File: src/rtl/wr_control_pkg.sv
// Shared definitions for the systolic-array write controller: default sizes,
// FSM state encoding and the cycle-counter width rule.
package wr_control_pkg;

  localparam int WIDTH_HEIGHT_DEFAULT    = 16;
  localparam int LANE_ADDR_WIDTH_DEFAULT = 8;

  typedef enum logic [1:0] {
    IDLE = 2'd0,
    RUN  = 2'd1,
    DONE = 2'd2
  } state_t;

  // Counter must hold every RUN cycle index of a 2*width_height-long run.
  function automatic int count_width(input int wh);
    return $clog2(2 * wh) + 1;
  endfunction

endpackage

File: src/rtl/wr_lane_addr.sv
// One lane's write-address counter: loads the row base at start, then
// advances once per cycle in which the lane wrote, otherwise holds.
module wr_lane_addr
  import wr_control_pkg::*;
#(
  parameter int lane_addr_width = LANE_ADDR_WIDTH_DEFAULT
) (
  input  logic                       clk,
  input  logic                       reset,
  input  logic                       i_load,
  input  logic [lane_addr_width-1:0] i_base,
  input  logic                       i_inc,
  output logic [lane_addr_width-1:0] o_addr
);

  logic [lane_addr_width-1:0] r_addr;

  // Natural wrap of the adder gives the modulo-2^N address space.
  always_ff @(posedge clk) begin
    if (reset) begin
      r_addr <= '0;
    end else if (i_load) begin
      r_addr <= i_base;
    end else if (i_inc) begin
      r_addr <= r_addr + lane_addr_width'(1);
    end
  end

  assign o_addr = r_addr;

endmodule

File: src/rtl/wr_control.sv
// Write controller that de-skews the diagonal output of a systolic array:
// a staircase of per-lane write enables, each lane active width_height cycles.
module wr_control
  import wr_control_pkg::*;
#(
  parameter int width_height    = WIDTH_HEIGHT_DEFAULT,
  parameter int lane_addr_width = LANE_ADDR_WIDTH_DEFAULT
) (
  input  logic                                    clk,
  input  logic                                    reset,
  input  logic                                    active,
  input  logic [lane_addr_width-1:0]              base_addr,
  output logic [width_height-1:0]                 wr_en,
  output logic [width_height*lane_addr_width-1:0] wr_addr,
  output logic                                    busy,
  output logic                                    done
);

  localparam int                CNT_W     = count_width(width_height);
  localparam logic [CNT_W-1:0]  FILL_LAST = CNT_W'(width_height - 1);
  localparam logic [width_height-1:0] LANE0_ONLY = width_height'(1);

  state_t                  r_state, r_state_next;
  logic [width_height-1:0] r_wr_en, r_wr_en_next;
  logic                    r_busy, r_busy_next;
  logic                    r_done, r_done_next;
  logic [CNT_W-1:0]        r_count, r_count_next;

  logic                    w_fill;
  logic                    w_start;
  logic [width_height-1:0] w_fill_vec;
  logic [width_height-1:0] w_shifted;

  // r_count = RUN edges already taken, so lane 0 has written r_count+1 times.
  assign w_fill = (r_count < FILL_LAST);

  always_comb begin
    w_fill_vec    = '0;
    w_fill_vec[0] = w_fill;
  end

  assign w_shifted = (r_wr_en << 1) | w_fill_vec;

  always_ff @(posedge clk) begin
    if (reset) begin
      r_state <= IDLE;
      r_wr_en <= '0;
      r_busy  <= 1'b0;
      r_done  <= 1'b0;
      r_count <= '0;
    end else begin
      r_state <= r_state_next;
      r_wr_en <= r_wr_en_next;
      r_busy  <= r_busy_next;
      r_done  <= r_done_next;
      r_count <= r_count_next;
    end
  end

  always_comb begin
    r_state_next = r_state;
    r_wr_en_next = r_wr_en;
    r_busy_next  = r_busy;
    r_done_next  = 1'b0;
    r_count_next = r_count;
    w_start      = 1'b0;

    case (r_state)
      IDLE: begin
        r_wr_en_next = '0;
        r_busy_next  = 1'b0;
        if (active) begin
          w_start      = 1'b1;
          r_wr_en_next = LANE0_ONLY;
          r_busy_next  = 1'b1;
          r_count_next = '0;
          r_state_next = RUN;
        end
      end

      RUN: begin
        r_count_next = r_count + CNT_W'(1);
        if (w_shifted == '0) begin
          r_wr_en_next = '0;
          r_busy_next  = 1'b0;
          r_done_next  = 1'b1;
          r_state_next = DONE;
        end else begin
          r_wr_en_next = w_shifted;
        end
      end

      DONE: begin
        r_wr_en_next = '0;
        r_busy_next  = 1'b0;
        r_count_next = '0;
        r_state_next = IDLE;
      end

      default: begin
        r_wr_en_next = '0;
        r_busy_next  = 1'b0;
        r_count_next = '0;
        r_state_next = IDLE;
      end
    endcase
  end

  genvar gi;
  generate
    for (gi = 0; gi < width_height; gi++) begin : g_lane
      wr_lane_addr #(
        .lane_addr_width(lane_addr_width)
      ) u_lane_addr (
        .clk    (clk),
        .reset  (reset),
        .i_load (w_start),
        .i_base (base_addr),
        .i_inc  (r_wr_en[gi]),
        .o_addr (wr_addr[gi*lane_addr_width +: lane_addr_width])
      );
    end
  endgenerate

  assign wr_en = r_wr_en;
  assign busy  = r_busy;
  assign done  = r_done;

endmodule

File: config.mk
export PLATFORM = sky130hd
export DESIGN_NAME = wr_control
export DESIGN_NICKNAME = d
export VERILOG_FILES = /design/src/rtl/wr_control_pkg.sv /design/src/rtl/wr_lane_addr.sv /design/src/rtl/wr_control.sv
export SDC_FILE = /design/constraint.sdc
export NUM_CORES = 1
export LEC_CHECK = 0
export CORE_MARGIN = 1.5
export CORE_UTILIZATION = 31
export DETAILED_ROUTE_END_ITERATION = 8
export HOLD_SLACK_MARGIN = 0.15
export SYNTH_ARGS = -nofsm -noshare
export SYNTH_HDL_FRONTEND = slang
export SYNTH_SLANG_ARGS = --single-unit
File: constraint.sdc
create_clock -name clk -period 2.51 [get_ports clk]
set_input_delay 0.251 -clock clk [delete_from_list [all_inputs] [get_ports clk]]
set_output_delay 0.251 -clock clk [all_outputs]
set_load 0.02 [all_outputs]
==> impl_metrics.csv <==
group,metric,value,unit
grt,overflow,0,
clocking,clock_path_buffers,2,
setup_path,critPathTopFamily,"buffers and inverters",
power,max-vdd-ir-drop,0.000415,V
finish,most-common-layout-cells,"clkdlybuf4s50_1, dfxtp_1, a21oi_1, nand4_1, nand3_1",
setup_path,crit_buf_inv,1,
setup_path,cp_cell_sequence,"clkdlybuf4s50_1",
synthesis,post-synth-top-area-cell,"dfxtp_1",
setup_path,critPathRequiredTime,2260,ps
synthesis,yosysSeqAreaShare,44.8,%
power,power_density,720,mW/mm^2
setup_path,startpoint,"wr_en[9]",
synthesis,ys.warnings.count,0,
drt,dr_total_vias,6266,
synthesis,yosysUniqueCellTypes,44,
sta,finalClockSkew,9.78,ps
setup_path,cp-start-kind,"flop",
clocking,clk_pin_slew_worst_paths,60,ps
power,p_leak,3.20,nW
sta,fin_crit,2030,ps
synthesis,synth_xor_area_share,7.76,%
floorplanning,pin_count,157,
grt,grt_max_degree,71,
synthesis,synth_edf_count,0,
setup_path,criticalPathCategory,"reg2out",
finish,drive_above_1_share,9.04,%
synthesis,synth_top_family_by_area,"simple AND/OR/NAND/NOR gates",
sta,tightest_slew,724,ps
setup_path,endpoint_kind,"output pin",
sta,clock.fmax,492,MHz
sta,slew_headroom,51.7,%
placed_design,gp_congestion,0.798,
floorplanning,die_x,152,um
synthesis,synthArstFlopShare,0,%
setup_path,reg2reg_from,"wr_en[9]",
synthesis,synth_compound_area_share,16.1,%
sta,maxSlewViolCount,0,
clocking,postCtsSetupRepairBufs,0,
synthesis,synth_top_area_share,44.8,%
placed_design,place_area,0.00866,mm^2
synthesis,synth_area_leaders,"dfxtp_1, a21oi_1, xor2_1",
clocking,postCtsResizedCells,0,
finish,fin_area,0.00930,mm^2
sta,rsz0062_at_grt,"false",
setup_path,critPathSlowestCell,"clkdlybuf4s50_1",
grt,grt_pass1_vias,5852,
flow_run,cap_violations,0,
clocking,cts_inserted_buffers,17,
status,status,"complete, no violations",
finish,multi_input_area,0.00341,mm^2
clocking,cts_tree,"built",
floorplanning,fp.dieH,152,um
finish,fin_nets,900,
synthesis,synthSimpleGateAreaFrac,20.1,%
floorplanning,initial_core_util,31.5,%
synthesis,synthesis.nets,767,
drt,drt_first_pass_iters,4,
synthesis,synthCells,739,
finish,final_core_util,42.6,%
setup_path,cp_slowest_stage_delay,710,ps
drt,drt_iter0_markers,390,
grt,grt_pass1_wl,33500,um
setup_path,ff2ff_setup_slack,860,ps
synthesis,netlist_area,0.00688,mm^2
synthesis,synth.area.mux_share,2.47,%
finish,seq_area,0.00308,mm^2
sta,hold_violations,0,
clocking,cts_htree_levels,4,
worst_hold_path,worstHoldPathType,"reg2reg",
placed_design,port_buffers,156,
clocking,ctsHoldBuffers,0,
worst_hold_path,hp-start,"g_lane[10].u_lane_addr.o_addr[7]",
drt,drc,0,
floorplanning,core.rowCount,54,
floorplanning,core_area,0.0218,mm^2
drt,wl_per_cell,18.5,um
synthesis,synth_fa_ha_area_share,3.09,%
grt,grt_usage,18.4,%
drt,wirelength,21500,um
synthesis,ys_ff_latch,154,
sta,setup_viol,0,
finish,filler_cell_count,2148,
finish,antennaDiodeCount,0,
floorplanning,die-area,0.0231,mm^2
grt,antenna_found_initial,0,
synthesis,synth_top_flop_cell,"dfxtp_1",
clocking,clock_latency,420,ps
sta,fin_crit_sh,81.0,%
setup_path,cp_max_fo,10,
setup_path,cp_data_arrival_time,1780,ps
synthesis,avgSynthCellArea,9.31,um^2
placed_design,hpwl,14500,um
sta,tns,0,ps
clocking,cts_root_buf,"clkbuf_16",
power,power,6.70,mW
finish,area_delta_synth_final,35.1,%
finish,final_common_cell,"clkdlybuf4s50_1",
drt,avgViaCountPerCell,5.38,
drt,ant_nets,0,
clocking,cts_sinks,154,
==> area by class of cell <==
class | count | area share [%]
clock buffers | 21 | 4.84
clock inverters | 11 | 2.06
inverters | 2 | 0.0807
multi-input cells | 519 | 36.7
flip-flops and latches | 154 | 33.2
well taps | 280 | 3.77
repair buffers | 178 | 19.4
==> worst register-to-register path, delay by kind of cell, from the launching register on <==
kind | cells | cell delay [ps]
AND/OR/NAND/NOR | 3 | 930
flip-flops | 1 | 660
==> cell usage after synthesis (3+ instances only) <==
master,n
clkbuf_1,24
or3_1,31
and2_1,15
and3_1,3
nor2_1,23
dfxtp_1,154
xor2_1,45
o2111ai_1,16
buf_6,9
or4_1,5
nand3_1,51
nor3_1,5
a31oi_1,35
xnor2_1,16
o21ai_0,34
nand2_1,23
buf_2,14
ha_1,17
mux2i_1,17
o21ai_2,6
or4b_2,16
nand4_1,57
a21oi_1,82
buf_4,16
nor3b_1,3
==> cell families after synthesis <==
family / after synthesis
adder cells (fa/ha/maj): 17
XOR/XNOR: 61
flip-flops: 154
multiplexers: 17
AND/OR/NAND/NOR: 238
AO/OA/AOI/OAI: 186
buffers and inverters: 66
==> registers in the layout, indices dropped and copies added (netlist names) <==
signal,count
done,1
r_count,6
g_lane.u_lane_addr.o_addr,128
busy,1
r_state,2
wr_en,16
==> power breakdown <==
part	total (mW)	internal, mW	switching, mW	leakage (nW)
combinational	1.01	0.471	0.537	1.62
sequential	2.86	2.62	0.240	1.27
clock	2.83	1.79	1.04	0.315
total	6.70	4.88	1.81	3.20
==> routing by layer <==
metal  track usage (%)  part of all wire (%)  vias to the layer above
met3              4.39                   6.5                       24
met5                 0                     0                        -
met1              26.2                    48                     3006
met2              27.6                    44                      209
met4              5.32                   1.3                        0
li1                  -                     -                     3027
==> per-stage QoR <==
| stage | hold WS, ps | instances | setup WS, ps |
|---|---|---|---|
| after floorplan | 448 | 739 | 899 |
| after global placement | 497 | 1133 | 538 |
| after detailed placement | 494 | 1133 | 506 |
| after CTS | 503 | 1165 | 447 |
| after global routing | 530 | 1165 | 374 |
| final | 505 | 1165 | 477 |
==> path summary, 6_finish.rpt <==
path | to | cells past startpoint
setup / recovery | wr_en[9] | 1
hold reg to reg | g_lane[10].u_lane_addr.o_addr[7] | 2
hold / removal | g_lane[10].u_lane_addr.o_addr[7] | 2
setup reg to reg | g_lane[9].u_lane_addr.o_addr[6] | 3
No activity file was read; power rests on OpenSTA's default activity.
==> variant, RTL diff (same settings) <==
Re-encode `state_t` (3 states) as one-hot, 3 bits wide.
--- a/src/rtl/wr_control_pkg.sv
+++ b/src/rtl/wr_control_pkg.sv
@@ -5,10 +5,10 @@
   localparam int WIDTH_HEIGHT_DEFAULT    = 16;
   localparam int LANE_ADDR_WIDTH_DEFAULT = 8;
 
-  typedef enum logic [1:0] {
-    IDLE = 2'd0,
-    RUN  = 2'd1,
-    DONE = 2'd2
+  typedef enum logic [2:0] {
+    IDLE = 3'b001,
+    RUN  = 3'b010,
+    DONE = 3'b100
   } state_t;
 
   // Counter must hold every RUN cycle index of a 2*width_height-long run.
Function: no difference found for any inputs over 4 cycles, from zero or initial values and one cycle with reset high; so few cycles prove little.
==> variant against the original RTL <==
- sequential cell count is 1 higher
- wire length is 11% lower
- worst setup slack better by 0.0029 ns
- power is 1.0% higher
- area after synthesis is 1.2% lower
- cell count is 2.2% lower
- cell area is 2.0% lower
- largest cell class unchanged
==> variant: results (changes against the original RTL) <==
- Outcome: finished clean
- Hold Startpoint: r_count[1]
- Worst R2R End: g_lane[1].u_lane_addr.o_addr[7]
- Overall Global Routing Usage: 17.0% (-1.4 points)
- Placement-stage worst setup slack: 0.339 ns (-0.167 ns)
- Delay contributed by the slowest stage of the critical path: 0.75 ns (+0.04 ns)
- Detailed Place HPWL: 13500 um (-6.7%)
- Relative slew slack: 49.1% (-2.6 points)
- Proportion of synthesized chip area in sequential cells: 45.7% (+0.86 points)
- Vias per inst: 5.17 (-3.9%)
- Start point of the critical path: wr_en[13]
- Worst IR drop on VDD: 0.419 mV (+0.97%)
- Vias in the first global route: 5307 (-9.3%)
- Register clock-pin slew on the reported worst setup and hold paths: 0.06 ns (about the same)
- Number of search-and-repair iterations in the first detailed-routing pass: 5 (+1)
- Global-route wire length before repair: 29400 um (-12%)
- Synth top area cells: dfxtp_1, a21oi_1, xor2_1, nand4_1, a31oi_1
- Number of distinct library cells after synthesis: 40 (-9.1%)
- Max FFs per register: 128 (unchanged)
- GPL Wtd Cong: 0.776 (-2.8%)
- Wirelength, routed: 19200 um (-11%)
- Starting DRT DRC Count: 250 (-36%)
- Worst R2R Start: r_state[2]
- Leak pwr: 3.09 nW (-3.5%)
- Ratio of cells with drive above 1 in the final layout: 7.18% (-1.9 points)
- Highest clock rate: 0.493 GHz (+0.14%)
- Setup slack, reg-to-reg: 0.56 ns (-0.30 ns)
- Critical path endpoint: wr_en[13]
- Pin count of the biggest net entering global routing: 73 (+2.8%)
- Most frequent cells after synthesis: dfxtp_1, a21oi_1, nand4_1
- Synth Net Count: 744 (-3.0%)
- # nets final: 879 (-2.3%)
- Largest fanout on the critical path: 9 (-1)
[variant: changes by cell type after synthesis, moves of 15 or more]
cell	change
buf_4	+16
clkbuf_1	-23
nand3_1	-33
o2111ai_1	-16
or3_1	+15
or4b_2	-16
[variant: routing by layer]
metal / vias to the layer above / wire length, um / GRT usage, %
li1: 2916 / - / -
met1: 2774 / 9090 / 23.6
met2: 180 / 8490 / 25.8
met3: 19 / 1330 / 4.79
met4: 0 / 244 / 4.47
met5: - / 0 / 0
[variant: how the worst min path moves through the flow]
stage	slack, ns	cells past startpoint	endpoint
finish	0.47	2	r_count[1]
global route	0.52	2	r_count[1]
CTS	0.47	2	r_count[1]
detailed placement	0.46	2	r_count[1]
global placement	0.46	2	r_count[1]
floorplan	0.32	1	busy
[variant: layout make-up]
class	count	area, um^2
timing repair buffer	174	1730
multi-input combinational	494	3280
tap	275	344
inverter	9	33.8
clock buffer	23	478
sequential	155	3100
clock inverter	9	135
fill	2066	12200
[variant: where the power goes]
part           leakage (nW)  internal (mW)  total (mW)  switching (mW)
logic                  1.52          0.541        1.16           0.618
clock network         0.290           1.65        2.67            1.03
registers              1.28           2.67        2.93           0.264
total                  3.09           4.86        6.76            1.91
[variant: cell families after synthesis]
group	Yosys count	synth area share, %
DFF	155	45.7
AOI/OAI and AO/OA	207	17.8
buffers and inverters	67	6.20
muxes	16	2.36
xor gates and xnor gates	57	7.35
adders and majority gates	17	3.13
and+or+nand+nor	197	17.5
[variant: metrics by stage]
stage	hold slack, ns	std cells	cell area (um^2)	utilization (%)
after global routing	0.517	1139	9110	42.8
after global placement	0.457	1107	8490	39.9
after floorplan	0.324	716	6800	-
final	0.469	1139	9110	42.8
after CTS	0.472	1139	9110	42.8
after detailed placement	0.463	1107	8490	39.9
